--- src/rtl/branch_issue_queue.sv ---
// ---------------------------------------------------------------------------
// branch_issue_queue
//   In-order issue queue for branch micro-ops. Entries wait until their
//   source operand and condition flags are available, either at dispatch or
//   later through writeback-bus snooping. The head entry then moves into a
//   registered output stage that drives the execute-branch port. Issue
//   handshake: VALID/payload out, LOCK back.
//
// Ports
//   iCLOCK, iRESET_SYNC      clock, synchronous active-high reset
//   iFREE_RESTART            pipeline flush, same effect as reset
//   iDISPATCH_*              dispatch request and branch micro-op fields
//   oDISPATCH_FULL           queue full; a dispatch presented now is dropped
//   iWB_*                    writeback bus snooped for operand/flag wakeup
//   oEX_BRANCH_*             registered issue stage to the branch execute port
//   iEX_BRANCH_LOCK          execute port busy; the output stage holds
//   oCOUNT                   queued entries, not counting the output stage
// ---------------------------------------------------------------------------
module branch_issue_queue #(
  parameter int DEPTH = 4,
  parameter int PTR_W = 2
) (
  input  logic             iCLOCK,
  input  logic             iRESET_SYNC,
  input  logic             iFREE_RESTART,
  input  logic             iDISPATCH_VALID,
  input  logic [5:0]       iDISPATCH_COMMIT_TAG,
  input  logic [4:0]       iDISPATCH_CMD,
  input  logic [3:0]       iDISPATCH_CC,
  input  logic [31:0]      iDISPATCH_PC,
  input  logic             iDISPATCH_SRC_READY,
  input  logic [5:0]       iDISPATCH_SRC_TAG,
  input  logic [31:0]      iDISPATCH_SRC_DATA,
  input  logic             iDISPATCH_FLAG_READY,
  input  logic [5:0]       iDISPATCH_FLAG_TAG,
  input  logic [4:0]       iDISPATCH_FLAG,
  output logic             oDISPATCH_FULL,
  input  logic             iWB_VALID,
  input  logic [5:0]       iWB_DEST_TAG,
  input  logic [31:0]      iWB_DATA,
  input  logic             iWB_FLAG_WRITE,
  input  logic [4:0]       iWB_FLAG,
  output logic             oEX_BRANCH_VALID,
  output logic [5:0]       oEX_BRANCH_COMMIT_TAG,
  output logic [4:0]       oEX_BRANCH_CMD,
  output logic [3:0]       oEX_BRANCH_CC,
  output logic [4:0]       oEX_BRANCH_FLAG,
  output logic [31:0]      oEX_BRANCH_SOURCE,
  output logic [31:0]      oEX_BRANCH_PC,
  input  logic             iEX_BRANCH_LOCK,
  output logic [PTR_W:0]   oCOUNT
);

  logic             ent_valid      [DEPTH];
  logic [5:0]       ent_tag        [DEPTH];
  logic [4:0]       ent_cmd        [DEPTH];
  logic [3:0]       ent_cc         [DEPTH];
  logic [31:0]      ent_pc         [DEPTH];
  logic             ent_src_ready  [DEPTH];
  logic [5:0]       ent_src_tag    [DEPTH];
  logic [31:0]      ent_src_data   [DEPTH];
  logic             ent_flag_ready [DEPTH];
  logic [5:0]       ent_flag_tag   [DEPTH];
  logic [4:0]       ent_flag       [DEPTH];

  logic [PTR_W-1:0] wr_ptr;
  logic [PTR_W-1:0] rd_ptr;
  logic [PTR_W:0]   count;

  logic             full;
  logic             do_disp;
  logic             consume;
  logic             do_pop;
  logic             disp_src_hit;
  logic             disp_flag_hit;

  always_comb begin
    full          = (count == (PTR_W+1)'(DEPTH));
    do_disp       = iDISPATCH_VALID && !full;
    consume       = oEX_BRANCH_VALID && !iEX_BRANCH_LOCK;
    // Readiness is judged on stored state only; a wakeup arriving this
    // cycle makes the head eligible on the following cycle.
    do_pop        = (count != '0) && ent_src_ready[rd_ptr] && ent_flag_ready[rd_ptr]
                    && (!oEX_BRANCH_VALID || consume);
    disp_src_hit  = !iDISPATCH_SRC_READY && iWB_VALID
                    && (iWB_DEST_TAG == iDISPATCH_SRC_TAG);
    disp_flag_hit = !iDISPATCH_FLAG_READY && iWB_VALID && iWB_FLAG_WRITE
                    && (iWB_DEST_TAG == iDISPATCH_FLAG_TAG);
  end

  assign oDISPATCH_FULL = full;
  assign oCOUNT         = count;

  always_ff @(posedge iCLOCK) begin
    if (iRESET_SYNC || iFREE_RESTART) begin
      wr_ptr                <= '0;
      rd_ptr                <= '0;
      count                 <= '0;
      for (int unsigned i = 0; i < DEPTH; i++) begin
        ent_valid[i] <= 1'b0;
      end
      oEX_BRANCH_VALID      <= 1'b0;
      oEX_BRANCH_COMMIT_TAG <= '0;
      oEX_BRANCH_CMD        <= '0;
      oEX_BRANCH_CC         <= '0;
      oEX_BRANCH_FLAG       <= '0;
      oEX_BRANCH_SOURCE     <= '0;
      oEX_BRANCH_PC         <= '0;
    end else begin
      // Writeback snoop: any number of waiting entries may wake at once.
      for (int unsigned i = 0; i < DEPTH; i++) begin
        if (ent_valid[i]) begin
          if (!ent_src_ready[i] && iWB_VALID && (iWB_DEST_TAG == ent_src_tag[i])) begin
            ent_src_ready[i] <= 1'b1;
            ent_src_data[i]  <= iWB_DATA;
          end
          if (!ent_flag_ready[i] && iWB_VALID && iWB_FLAG_WRITE
              && (iWB_DEST_TAG == ent_flag_tag[i])) begin
            ent_flag_ready[i] <= 1'b1;
            ent_flag[i]       <= iWB_FLAG;
          end
        end
      end

      if (do_pop) begin
        oEX_BRANCH_VALID      <= 1'b1;
        oEX_BRANCH_COMMIT_TAG <= ent_tag[rd_ptr];
        oEX_BRANCH_CMD        <= ent_cmd[rd_ptr];
        oEX_BRANCH_CC         <= ent_cc[rd_ptr];
        oEX_BRANCH_FLAG       <= ent_flag[rd_ptr];
        oEX_BRANCH_SOURCE     <= ent_src_data[rd_ptr];
        oEX_BRANCH_PC         <= ent_pc[rd_ptr];
        ent_valid[rd_ptr]     <= 1'b0;
        rd_ptr                <= rd_ptr + PTR_W'(1);
      end else if (consume) begin
        oEX_BRANCH_VALID <= 1'b0;
      end

      // Dispatch never targets the popped slot: a pop with wr_ptr == rd_ptr
      // implies the queue is full, which blocks dispatch.
      if (do_disp) begin
        ent_valid[wr_ptr]      <= 1'b1;
        ent_tag[wr_ptr]        <= iDISPATCH_COMMIT_TAG;
        ent_cmd[wr_ptr]        <= iDISPATCH_CMD;
        ent_cc[wr_ptr]         <= iDISPATCH_CC;
        ent_pc[wr_ptr]         <= iDISPATCH_PC;
        ent_src_ready[wr_ptr]  <= iDISPATCH_SRC_READY || disp_src_hit;
        ent_src_tag[wr_ptr]    <= iDISPATCH_SRC_TAG;
        ent_src_data[wr_ptr]   <= disp_src_hit ? iWB_DATA : iDISPATCH_SRC_DATA;
        ent_flag_ready[wr_ptr] <= iDISPATCH_FLAG_READY || disp_flag_hit;
        ent_flag_tag[wr_ptr]   <= iDISPATCH_FLAG_TAG;
        ent_flag[wr_ptr]       <= disp_flag_hit ? iWB_FLAG : iDISPATCH_FLAG;
        wr_ptr                 <= wr_ptr + PTR_W'(1);
      end

      case ({do_disp, do_pop})
        2'b10:   count <= count + (PTR_W+1)'(1);
        2'b01:   count <= count - (PTR_W+1)'(1);
        default: count <= count;
      endcase
    end
  end

endmodule

--- config.mk ---
export PLATFORM = sky130hd
export DESIGN_NAME = branch_issue_queue
export DESIGN_NICKNAME = d
export VERILOG_FILES = /design/src/rtl/branch_issue_queue.sv
export SDC_FILE = /design/constraint.sdc
export NUM_CORES = 1
export LEC_CHECK = 0
export BUFFER_PORTS_ARGS = -buffer_cell sky130_fd_sc_hd__buf_2
export CORE_UTILIZATION = 58
export DETAILED_ROUTE_END_ITERATION = 8
export GPL_ROUTABILITY_DRIVEN = 0
export PLACE_DENSITY = 0.8
export SYNTH_ARGS = -nofsm -noshare
export SYNTH_HDL_FRONTEND = slang
export SYNTH_SLANG_ARGS = --single-unit
--- constraint.sdc ---
create_clock -name iCLOCK -period 5.1 [get_ports iCLOCK]
set_input_delay 0.765 -clock iCLOCK [delete_from_list [all_inputs] [get_ports iCLOCK]]
set_output_delay 0.765 -clock iCLOCK [all_outputs]
set_load 0.02 [all_outputs]
==> results.md, run 1 <==
- Number of gates given a new drive strength after cts: 0
- Terminus of the critical flop-to-flop path: ent_src_data[2][19]
- Initial standard-cell utilization of the core: 0.587
- Largest stage delay on the critical path: roughly 0.83 ns
- Register-to-register setup slack: ~2.1 ns
- Relative slew margins: 0.205
- Result of the run: completed
- Least setup slack across all paths after layout: 2.14 ns
- Top library cells by usage in the layout, fill and taps aside: 384 x sky130_fd_sc_hd__edfxtp_1, 236 x sky130_fd_sc_hd__buf_2, 121 x sky130_fd_sc_hd__mux2_2
- Global-route congestion overflow total: 0
- Cells after DPL: 1715
- Detailed placement HPWL: 26700 um
- Core region area: about 33000 um^2
- Launch point of the worst hold path: iDISPATCH_PC[27]
- Clock Pin Slew Worst Setup and Hold Paths: around 0.060 ns
- Final period demand of the worst path: about 3.0 ns
- Setup violations, final: 0
- Non-filler cells, final: about 1.8k
- CTS tree: built
- Number of nets in the synthesized netlist: ~1.2k
- Global routing usage summed across all routing layers: 0.250
- Area contributors post-synth: sky130_fd_sc_hd__edfxtp_1 59%, sky130_fd_sc_hd__dfxtp_1 11%, sky130_fd_sc_hd__mux4_2 9.9%, sky130_fd_sc_hd__mux2_2 6.9%, sky130_fd_sc_hd__a22o_1 3.7%
- Worst Hold Slack: ~0.43 ns
- Cell internal power dissipation: between 6000 and 7000 uW
- Iter 0 DRT Violations: a little over 700
- Remaining antenna violation count: 0
- Part of the total power dissipated in sequential elements: 0.531
- Sw frac: 0.207
- Startpoint-to-endpoint class of the critical path: reg -> reg
- Vias per inst: approximately 6
- Maximum resistive drop on vdd: 244 uV
- RSZ-0062 raised after global routing: false
- Overall power of the completed layout: around 8300 uW
- Netlist Area Pre-Place: slightly below 20000 um^2
- Worst-Margin Slew: around 1.2 ns
- Via count of the first global-routing pass: 11.2k
- Clock insertion delay at the later pin of the skew report: between 0.5 and 0.6 ns
- Switching power summed over all nets: about 1700 uW
- Synth-to-Final Area Change: 17.3%
- Max Fanout on Critical Path: 21
- Number of placement rows: 67
- Period Utilization, post-route: 0.580
- Type of destination of the critical path: register
- DIE AREA: roughly 35000 um^2
- Count of max-cap constraint violations: 0
- Chip Height: around 190 um
- Count of state elements after synthesis: 490
- Buffers & Inverters on Critical Path: 1
- Cell variety after synth: 44
- Final Hold Viols: 0
- Clock tree buffer depth: 3
- Top delay family on crit path: compound AO/OA/AOI/OAI gates
- Most common library cell in the layout ignoring fill and taps: sky130_fd_sc_hd__edfxtp_1
- First-pass detailed-route iteration total: 6
- Combined flip-flop and latch cell area: approximately 14000 um^2
- Final Net Count: 1473
- Share of layout cells above drive strength 1: 0.406
- Crit path launch type: register
- Global-route wire length before repair: 64100 um
- Boundary pin count: around 240
- H-tree depth: 2
- Share of the synthesized area in the top cell type: 0.587
- Final routed DRC violation total: 0
- Number of warnings issued by yosys: 0
- Min-delay worst type: in -> reg
- Cell type with the highest aggregate area in the netlist: sky130_fd_sc_hd__edfxtp_1
- Worst path slowest cell: sky130_fd_sc_hd__a21oi_4
- Worst Skew: between 0.01 and 0.015 ns
- Area of the multi-input gates: 5780 um^2
- Overall via count from detail_route: 10.9k
- Clock root buffer: sky130_fd_sc_hd__clkbuf_16
- Required time worst endpoint: between 5 and 6 ns
- I/O Buffers: 236
- Filler Cell Count: ~2.2k
- Gate power share: 0.053
- Capture endpoint of the worst hold path: ent_pc[0][27]
- Antenna violations before repair: 15
- Crit path cell chain: or3b_1 -> nand4_1 -> a21oi_4 -> buf_4 -> mux2_1
- Synthesized area per cell: ~18 um^2
- Cell count after synthesis: 1068
- Horiz. Die Dim: about 190 um
- Clock buffers created by TritonCTS: 50
- Wire length per cell after detailed routing: about 24 um
- Total of hold buffers inserted after clock tree synthesis: 0
- Pin count of the biggest net entering global routing: 55
- Pre-CTS setup slack: around 1.7 ns
- Power per Cell Area: between 300 and 400 nW/um^2
- Final Routed Wirelength: 43000 um
- Sum Neg Setup Slack: 0 ns
- Leak Pwr: 0.00807 uW
- R2r worst-path depth: 5
- Sequential area share after synthesis: 0.695
- Critical path arrival: approximately 3.2 ns
- Post-CTS Repair Setup Buffers: 0
- Final count of pins violating max slew: 0
- Hold path depth: 1
- Top achievable clock speed: about 340 MHz
- Clock share of power: 0.417
- Number of clock sinks seen by CTS: 490
- FF-to-FF Start: oCOUNT[0]
-- power by group through the flow --
stage	clock (uW)	combinational, uW	sequential, uW
floorplan	0	243	4490
global placement	0	419	4480
detailed placement	0	434	4490
CTS	3510	437	4400
global route	3660	472	4410
finish	3460	437	4400
-- final cells by class --
type	instances	share of cell area
Multi-Input combinational cell	508	0.251
Clock inverter	12	0.00369
Antenna cell	10	0.00109
Inverter	11	0.00179
Sequential cell	490	0.593
Clock buffer	81	0.0639
Timing Repair Buffer	258	0.0617
Tap cell	448	0.0243
-- state kept, by name, indices dropped and copies added (netlist names), 3 cells and up, named ones only --
name	cells
ent_cc	16
ent_valid	4
oEX_BRANCH_FLAG	5
ent_src_ready	4
ent_flag	20
ent_flag_tag	24
oCOUNT	3
ent_pc	128
oEX_BRANCH_SOURCE	32
oEX_BRANCH_CMD	5
ent_cmd	20
oEX_BRANCH_PC	32
ent_flag_ready	4
ent_src_data	128
oEX_BRANCH_COMMIT_TAG	6
ent_tag	24
ent_src_tag	24
oEX_BRANCH_CC	4
-- through the flow --
step | util | area, um^2
2_1_floorplan | - | 19700
3_3_place_gp | 0.642 | 21500
3_5_place_dp | 0.642 | 21500
4_1_cts | 0.688 | 23000
5_1_grt | 0.689 | 23000
6_report | 0.689 | 23000
-- Yosys cell counts, drive strengths merged --
cell type and n:
a21o 1, a21oi 20, a22o 84, a22oi 7, a2bb2oi 1, a31oi 1
a41oi 2, and2 5, and3 1, buf 43, clkbuf 16, dfxtp 106
edfxtp 384, fa 1, ha 5, inv 11, mux2 148, mux4 86
nand2 11, nand2b 1, nand3 5, nand3b 1, nand4 13, nor2 19
nor2b 1, nor3 5, nor3b 2, nor4 4, o21ai 9, o21bai 1
o31ai 1, or2 1, or3 3, or3b 1, or4 5, xnor2 22
xor2 41
-- kinds of logic after synthesis --
group | share of synthesized area
AO/OA/AOI/OAI | 0.0511
AND/OR/NAND/NOR | 0.0226
flip-flops | 0.695
adder cells (fa/ha/maj) | 0.00420
multiplexers | 0.183
XOR/XNOR | 0.0281
buffers and inverters | 0.0159
-- worst max-delay path by stage --
stage,from,to,slack [ns],depth (start not counted)
after floorplan,iWB_DEST_TAG[0],ent_src_data[3][0],0.57,5
after CTS,oCOUNT[0],ent_src_data[2][19],2.14,5
after global placement,iFREE_RESTART,ent_src_data[2][16],1.77,7
after detailed placement,iFREE_RESTART,ent_src_data[2][12],1.67,7
after global routing,oCOUNT[0],ent_src_data[2][17],2.02,5
final,oCOUNT[0],ent_src_data[2][19],2.14,5
-- metal layers --
layer | vias to the layer above | share of wire | track usage
li1 | 4830 | - | -
met1 | 5539 | 0.40 | 0.322
met2 | 401 | 0.49 | 0.416
met3 | 93 | 0.078 | 0.0622
met4 | 10 | 0.029 | 0.0849
met5 | - | 0.0017 | 0
Note: power is estimated with default switching activity, not from simulation.
==> run 2, diff against run 1 <==
- ABC_AREA: default -> 1
- CORE_UTILIZATION: 58 -> 59
- clock period: 5.1 -> 3 ns (I/O delays scaled with it)
==> results.md, run 2 <==
- Period Utilization, post-route: 0.763
- Leak Pwr: 0.0107 uW
- Antenna violations before repair: 11
- Cell variety after synth: 39
- Sequential area share after synthesis: 0.640
- Synthesized area per cell: ~10 um^2
- Worst Skew: between 0.015 and 0.02 ns
- Number of warnings issued by yosys: 0
- Netlist Area Pre-Place: 21300 um^2
- Clock insertion delay at the later pin of the skew report: between 0.5 and 0.6 ns
- Combinational family with the most area after synthesis: simple AND/OR/NAND/NOR gates
- Share of layout cells above drive strength 1: 0.178
- Detailed placement HPWL: between 30000 and 40000 um
- Most common library cell in the layout ignoring fill and taps: sky130_fd_sc_hd__nand2_1
- Share of the synthesized area in compound gates (AO/OA/AOI/OAI): 0.0875
- Post-Synth XOR/XNOR Area: 0.0103
- Result of the run: completed
- Synth async-reset ratio: 0
- First-pass detailed-route iteration total: 9
- Largest stage delay on the critical path: 0.38 ns
- Clock root buffer: sky130_fd_sc_hd__clkbuf_16
- Final count of pins violating max slew: 0
- Number of nets in the synthesized netlist: ~2.2k
- Sum Neg Setup Slack: 0 ns
- Final Routed Wirelength: between 50000 and 60000 um
- Clock tree buffer depth: 3
- Global-route met2 utilization: 0.499
- Clock Pin Slew Worst Setup and Hold Paths: around 0.06 ns
- Area contributors post-synth: sky130_fd_sc_hd__edfxtp_1 54%, sky130_fd_sc_hd__nand2_1 13%, sky130_fd_sc_hd__dfxtp_1 9.9%, sky130_fd_sc_hd__nand3_1 4.3%, sky130_fd_sc_hd__a32o_1 3.9%
- Buffers & Inverters on Critical Path: 1
- Cell count after synthesis: between 2k and 2.5k
- Horiz. Die Dim: about 190 um
- Top achievable clock speed: around 440 MHz
- I/O Buffers: about 240
- Global-route congestion overflow total: 0
- Top library cells by usage in the layout, fill and taps aside: 755 x sky130_fd_sc_hd__nand2_1, 384 x sky130_fd_sc_hd__edfxtp_1, 236 x sky130_fd_sc_hd__buf_2
- Regs by FF count: ent_pc x128, ent_src_data x128
- Filler Cell Count: 2515
- Core region area: approximately 36000 um^2
- Number of enable-type register cells in the synthesized netlist: between 300 and 400
- Cell type with the highest aggregate area in the netlist: sky130_fd_sc_hd__edfxtp_1
- Clock buffers created by TritonCTS: 49
- H-tree depth: 2
- Final period demand of the worst path: roughly 2.3 ns
- Startpoint-to-endpoint class of the critical path: reg -> reg
- Met1 layer usage reported by global route: 0.383
- Power per Cell Area: 589 nW/um^2
- Worst path slowest cell: sky130_fd_sc_hd__dfxtp_1
- Number of placement rows: a little under 70
- Min-delay worst type: in -> reg
- Setup violations, final: 0
- Iter 0 DRT Violations: between 1k and 1.5k
- Crit path cell chain: nand3_1 -> nand3b_1 -> nand3_1 -> nor2_1 -> ha_1 -> inv_1 -> fa_1 -> a21oi_1 -> o21ai_0 -> o21ai_0 -> a21oi_1
- Count of state elements after synthesis: 490
- Worst-Margin Slew: 0.666 ns
- Crit path launch type: register
- Wire length per cell after detailed routing: about 20 um
- Boundary pin count: about 240
- Final Hold Viols: 0
- Critical path arrival: 2.74 ns
- Relative slew margins: 0.555
- Total of hold buffers inserted after clock tree synthesis: 0
- Worst Hold Slack: ~0.093 ns
- Most numerous cell in the Yosys netlist: sky130_fd_sc_hd__nand2_1
- RSZ-0062 raised after global routing: false
- Via count of the first global-routing pass: about 16k
- Final routed DRC violation total: 0
- Maximum resistive drop on vdd: roughly 420 uV
- Overall via count from detail_route: about 17k
- Pin count of the biggest net entering global routing: 125
- Main flop type after synthesis: sky130_fd_sc_hd__edfxtp_1
- FF-to-FF Start: ent_flag_ready[0]
- Initial standard-cell utilization of the core: 0.600
- Remaining antenna violation count: 0
- CTS tree: built
- Routing layer with the top usage in global route: met2
- Share of the synthesized area in the top cell type: 0.540
- Ranking of synthesized cells by instance count: 762 x sky130_fd_sc_hd__nand2_1, 384 x sky130_fd_sc_hd__edfxtp_1, 182 x sky130_fd_sc_hd__nand3_1
- Post-synthesis simple-gate area fraction: 0.209
- Post-CTS Repair Setup Buffers: 0
- Type of destination of the critical path: register
- Global routing usage summed across all routing layers: 0.300
- Launch point of the worst hold path: iDISPATCH_PC[31]
- Number of clock sinks seen by CTS: slightly below 500
- Chip Height: between 150 and 200 um
- DIE AREA: 37000 um^2
- Synth-to-Final Area Change: 16.2%
- Max Fanout on Critical Path: 3
- Top delay family on crit path: simple AND/OR/NAND/NOR gates
- Count of max-cap constraint violations: 0
- Number of gates given a new drive strength after cts: 0
- Share of synthesized cell area in full adder, half adder and majority cells: 0.00387
- Worst setup startpoint: ent_flag_ready[0]
- Proportion of synthesized area in mux cells: 0
- Final Net Count: around 2.5k
- Global-route wire length before repair: 84900 um
- Global-route met3 utilization: 0.0493
- Vias per inst: ~5.9
- Required time worst endpoint: about 3.5 ns
-- run 2: kinds of logic after synthesis --
logic type,after synthesis
buffers and inverters,248
AOI/OAI and AO/OA,287
and+or+nand+nor,1036
xor gates and xnor gates,25
adders and majority gates,6
DFF,490
-- run 2: worst paths after layout --
kind	end	slack, ns	depth (start not counted)
worst max-delay path	oCOUNT[2]	0.71	11
worst min-delay path	ent_pc[2][31]	0.09	1
worst max register to register	oCOUNT[2]	0.71	11
worst min register to register	oEX_BRANCH_SOURCE[23]	0.45	2
-- run 2: cell type report --
cell class | count | area, um^2 | area share
Inverter | 128 | 508 | 0.0205
Antenna cell | 8 | 20.0 | 0.000807
Clock buffer | 74 | 1420 | 0.0573
Clock inverter | 17 | 191 | 0.00772
Multi-Input combinational cell | 1354 | 6660 | 0.268
Tap cell | 461 | 577 | 0.0233
Sequential cell | 490 | 13700 | 0.551
Timing Repair Buffer | 276 | 1770 | 0.0713
-- run 2: metrics by stage --
stage	area (um^2)	util	setup slack (ns)	total power, uW	cells
after floorplan	21300	-	0.635	8230	2092
after global placement	23200	0.651	0.655	8600	2709
after detailed placement	23200	0.651	0.609	8640	2709
after CTS	24800	0.697	0.724	14700	2800
after global routing	24800	0.697	0.474	15000	2805
final	24800	0.697	0.711	14600	2808
-- run 2: per-layer routing --
layer,wire [um],part of all wire
met1,21200,0.38
met2,27200,0.49
met3,5190,0.093
met4,2090,0.037
met5,53,0.00095
-- run 2: power by group --
group | internal, uW | switching [uW] | total, uW
clock network | 3540 | 2560 | 6100
registers | 7440 | 67.6 | 7510
logic | 349 | 655 | 1000
-- run 2: worst register-to-register path, cell delays in order, from the launching register on --
cell and delay [ns]:
sky130_fd_sc_hd__dfxtp_1 0.38, sky130_fd_sc_hd__nand3_1 0.10, sky130_fd_sc_hd__nand3b_1 0.13, sky130_fd_sc_hd__nand3_1 0.15, sky130_fd_sc_hd__nor2_1 0.30, sky130_fd_sc_hd__ha_1 0.21
sky130_fd_sc_hd__inv_1 0.07, sky130_fd_sc_hd__fa_1 0.38, sky130_fd_sc_hd__a21oi_1 0.14, sky130_fd_sc_hd__o21ai_0 0.11, sky130_fd_sc_hd__o21ai_0 0.15, sky130_fd_sc_hd__a21oi_1 0.05
==> run 3, diff against run 2 <==
- clock period: 3 -> 2.3 ns (I/O delays scaled with it)
==> results.md, run 3 (same netlist as run 2, synthesis figures left out) <==
- Final Hold Viols: 0
- Min-delay worst type: in -> reg
- Buffers & Inverters on Critical Path: 2
- Final routed DRC violation total: 0
- Routing layer with the top usage in global route: met2
- Final Routed Wirelength: 55300 um
- RSZ-0062 raised after global routing: false
- Clock share of power: 0.422
- FF-to-FF Start: oCOUNT[0]
- Global-route met3 utilization: 0.0523
- Cell with the most instances on the worst path: sky130_fd_sc_hd__nand2_2
- Clock Pin Slew Worst Setup and Hold Paths: 0.06 ns
- First-pass detailed-route iteration total: 7
- Horiz. Die Dim: between 150 and 200 um
- Chip Height: around 190 um
- I/O Buffers: approximately 240
- Type of destination of the critical path: register
- Register-to-register setup slack: approximately 0.21 ns
- Cell internal power dissipation: ~15000 uW
- DIE AREA: between 30000 and 40000 um^2
- Global-route congestion overflow total: 0
- Regs by FF count: ent_pc x128, ent_src_data x128
- Clock insertion delay at the later pin of the skew report: 0.58 ns
- Remaining antenna violation count: 0
- Boundary pin count: 237
- Crit path launch type: register
- Clock tree buffer depth: 3
- Final count of pins violating max slew: 0
- Sw frac: 0.221
- Top achievable clock speed: between 400 and 500 MHz
- Global-route wire length before repair: approximately 84000 um
- Worst-Margin Slew: about 0.8 ns
- Post-layout instance area: around 26000 um^2
- Largest stage delay on the critical path: 0.50 ns
- Filler Cell Count: about 2.4k
- Met1 layer usage reported by global route: 0.373
- Part of the total power dissipated in sequential elements: 0.505
- Result of the run: completed
- Pin count of the biggest net entering global routing: around 170
- Clock buffers created by TritonCTS: 50
- Leak Pwr: around 0.011 uW
- Antenna violations before repair: 6
- Setup violations, final: 0
- Clock root buffer: sky130_fd_sc_hd__clkbuf_16
- Share of layout cells above drive strength 1: 0.179
- Wire length per cell after detailed routing: between 15 and 20 um
- Crit path cell chain: inv_1 -> nand3_1 -> nand2_2 -> nor2_4 -> nand2_2 -> buf_4 -> nand2_1
- Count of max-cap constraint violations: 0
- Critical path arrival: ~2.4 ns
- Least setup slack across all paths after layout: 0.209 ns
- Number of placement rows: 69
- Core region area: between 30000 and 40000 um^2
- Final period demand of the worst path: 2.09 ns
- Gate power share: 0.073
- H-tree depth: 2
- Overall via count from detail_route: roughly 17k
- Max Fanout on Critical Path: 41
- Maximum resistive drop on vdd: around 600 uV
- Relative slew margins: 0.466
- Initial standard-cell utilization of the core: 0.600
- Final Net Count: between 2k and 3k
- Detailed placement HPWL: ~33000 um
- Worst setup startpoint: oCOUNT[0]
- Sum Neg Setup Slack: 0 ns
- Top library cells by usage in the layout, fill and taps aside: 755 x sky130_fd_sc_hd__nand2_1, 384 x sky130_fd_sc_hd__edfxtp_1, 236 x sky130_fd_sc_hd__buf_2
- Worst Hold Slack: approximately 0.014 ns
- Combined flip-flop and latch cell area: between 10000 and 15000 um^2
- Worst Skew: between 0.02 and 0.025 ns
- Launch point of the worst hold path: iDISPATCH_FLAG_TAG[3]
- Worst path slowest cell: sky130_fd_sc_hd__buf_4
- Pre-CTS setup slack: ~0.18 ns
- Overall power of the completed layout: between 15000 and 20000 uW
- Power per Cell Area: roughly 760 nW/um^2
- Switching power summed over all nets: 4280 uW
- Required time worst endpoint: between 2 and 3 ns
- Most common library cell in the layout ignoring fill and taps: sky130_fd_sc_hd__nand2_1
- Global-route met2 utilization: 0.509
- Number of clock sinks seen by CTS: between 400 and 500
- Synth-to-Final Area Change: 19.7%
- Area of the multi-input gates: ~6700 um^2
- Startpoint-to-endpoint class of the critical path: reg -> reg
- Iter 0 DRT Violations: between 1k and 1.5k
- Top delay family on crit path: simple AND/OR/NAND/NOR gates
- CTS tree: built
- Global routing usage summed across all routing layers: 0.298
- Via count of the first global-routing pass: between 15k and 20k
- Period Utilization, post-route: 0.909
- Instance area at placement: 23400 um^2
- Vias per inst: a little under 6
## run 3: cell count changes in the layout (fill, tap and decap cells not counted), sizes merged
cell,delta
inv,-2
clkinv,+1
clkinvlp,+2
clkbuf,+1
buf,+13
dlygate4sd3,+48
diode,+1
bufinv,+1
## run 3: path summary, 6_finish.rpt
path | endpoint | cells after the start
max | ent_flag[3][3] | 7
max reg2reg | ent_flag[3][3] | 7
min reg2reg | oEX_BRANCH_FLAG[0] | 2
min | ent_flag_tag[2][3] | 1
## run 3: what timing repair did
item,CTS,global route
hold endpoints to repair,189,0
gates resized for setup,0,0
hold buffers,48,0
setup buffers,0,0
## run 3: per-layer routing
layer | vias to the layer above | part of all wire
met5 | - | 0.00024
met4 | 2 | 0.032
met3 | 149 | 0.10
met2 | 926 | 0.49
met1 | 7916 | 0.38
li1 | 7742 | -
## run 3: power groups by stage
stage / registers [uW] / logic, uW / clock network (uW)
CTS: 9780 / 1390 / 8230
finish: 9780 / 1410 / 8180
global placement: 9950 / 1260 / 0
floorplan: 10000 / 732 / 0
detailed placement: 9960 / 1310 / 0
global route: 9790 / 1540 / 8570
## run 3: area by class of cell
class,count,area share
clock inverters,19,0.00852
inverters,128,0.0199
diodes,9,0.000881
repair buffers,337,0.0958
multi-input cells,1354,0.260
well taps,461,0.0226
clock buffers,75,0.0574
flip-flops and latches,490,0.534
## run 3: worst reg2reg max path, delay by kind of cell, from the launching register on
kind | cells | cell delay (ns)
flops | 1 | 0.33
buf+inv | 2 | 0.63
simple gates | 5 | 0.83
## run 3: metrics by stage
| stage | utilization | instances |
|---|---|---|
| after floorplan | - | 2092 |
| after CTS | 0.718 | 2864 |
| after detailed placement | 0.657 | 2722 |
| after global placement | 0.657 | 2722 |
| final | 0.718 | 2873 |
| after global routing | 0.718 | 2867 |
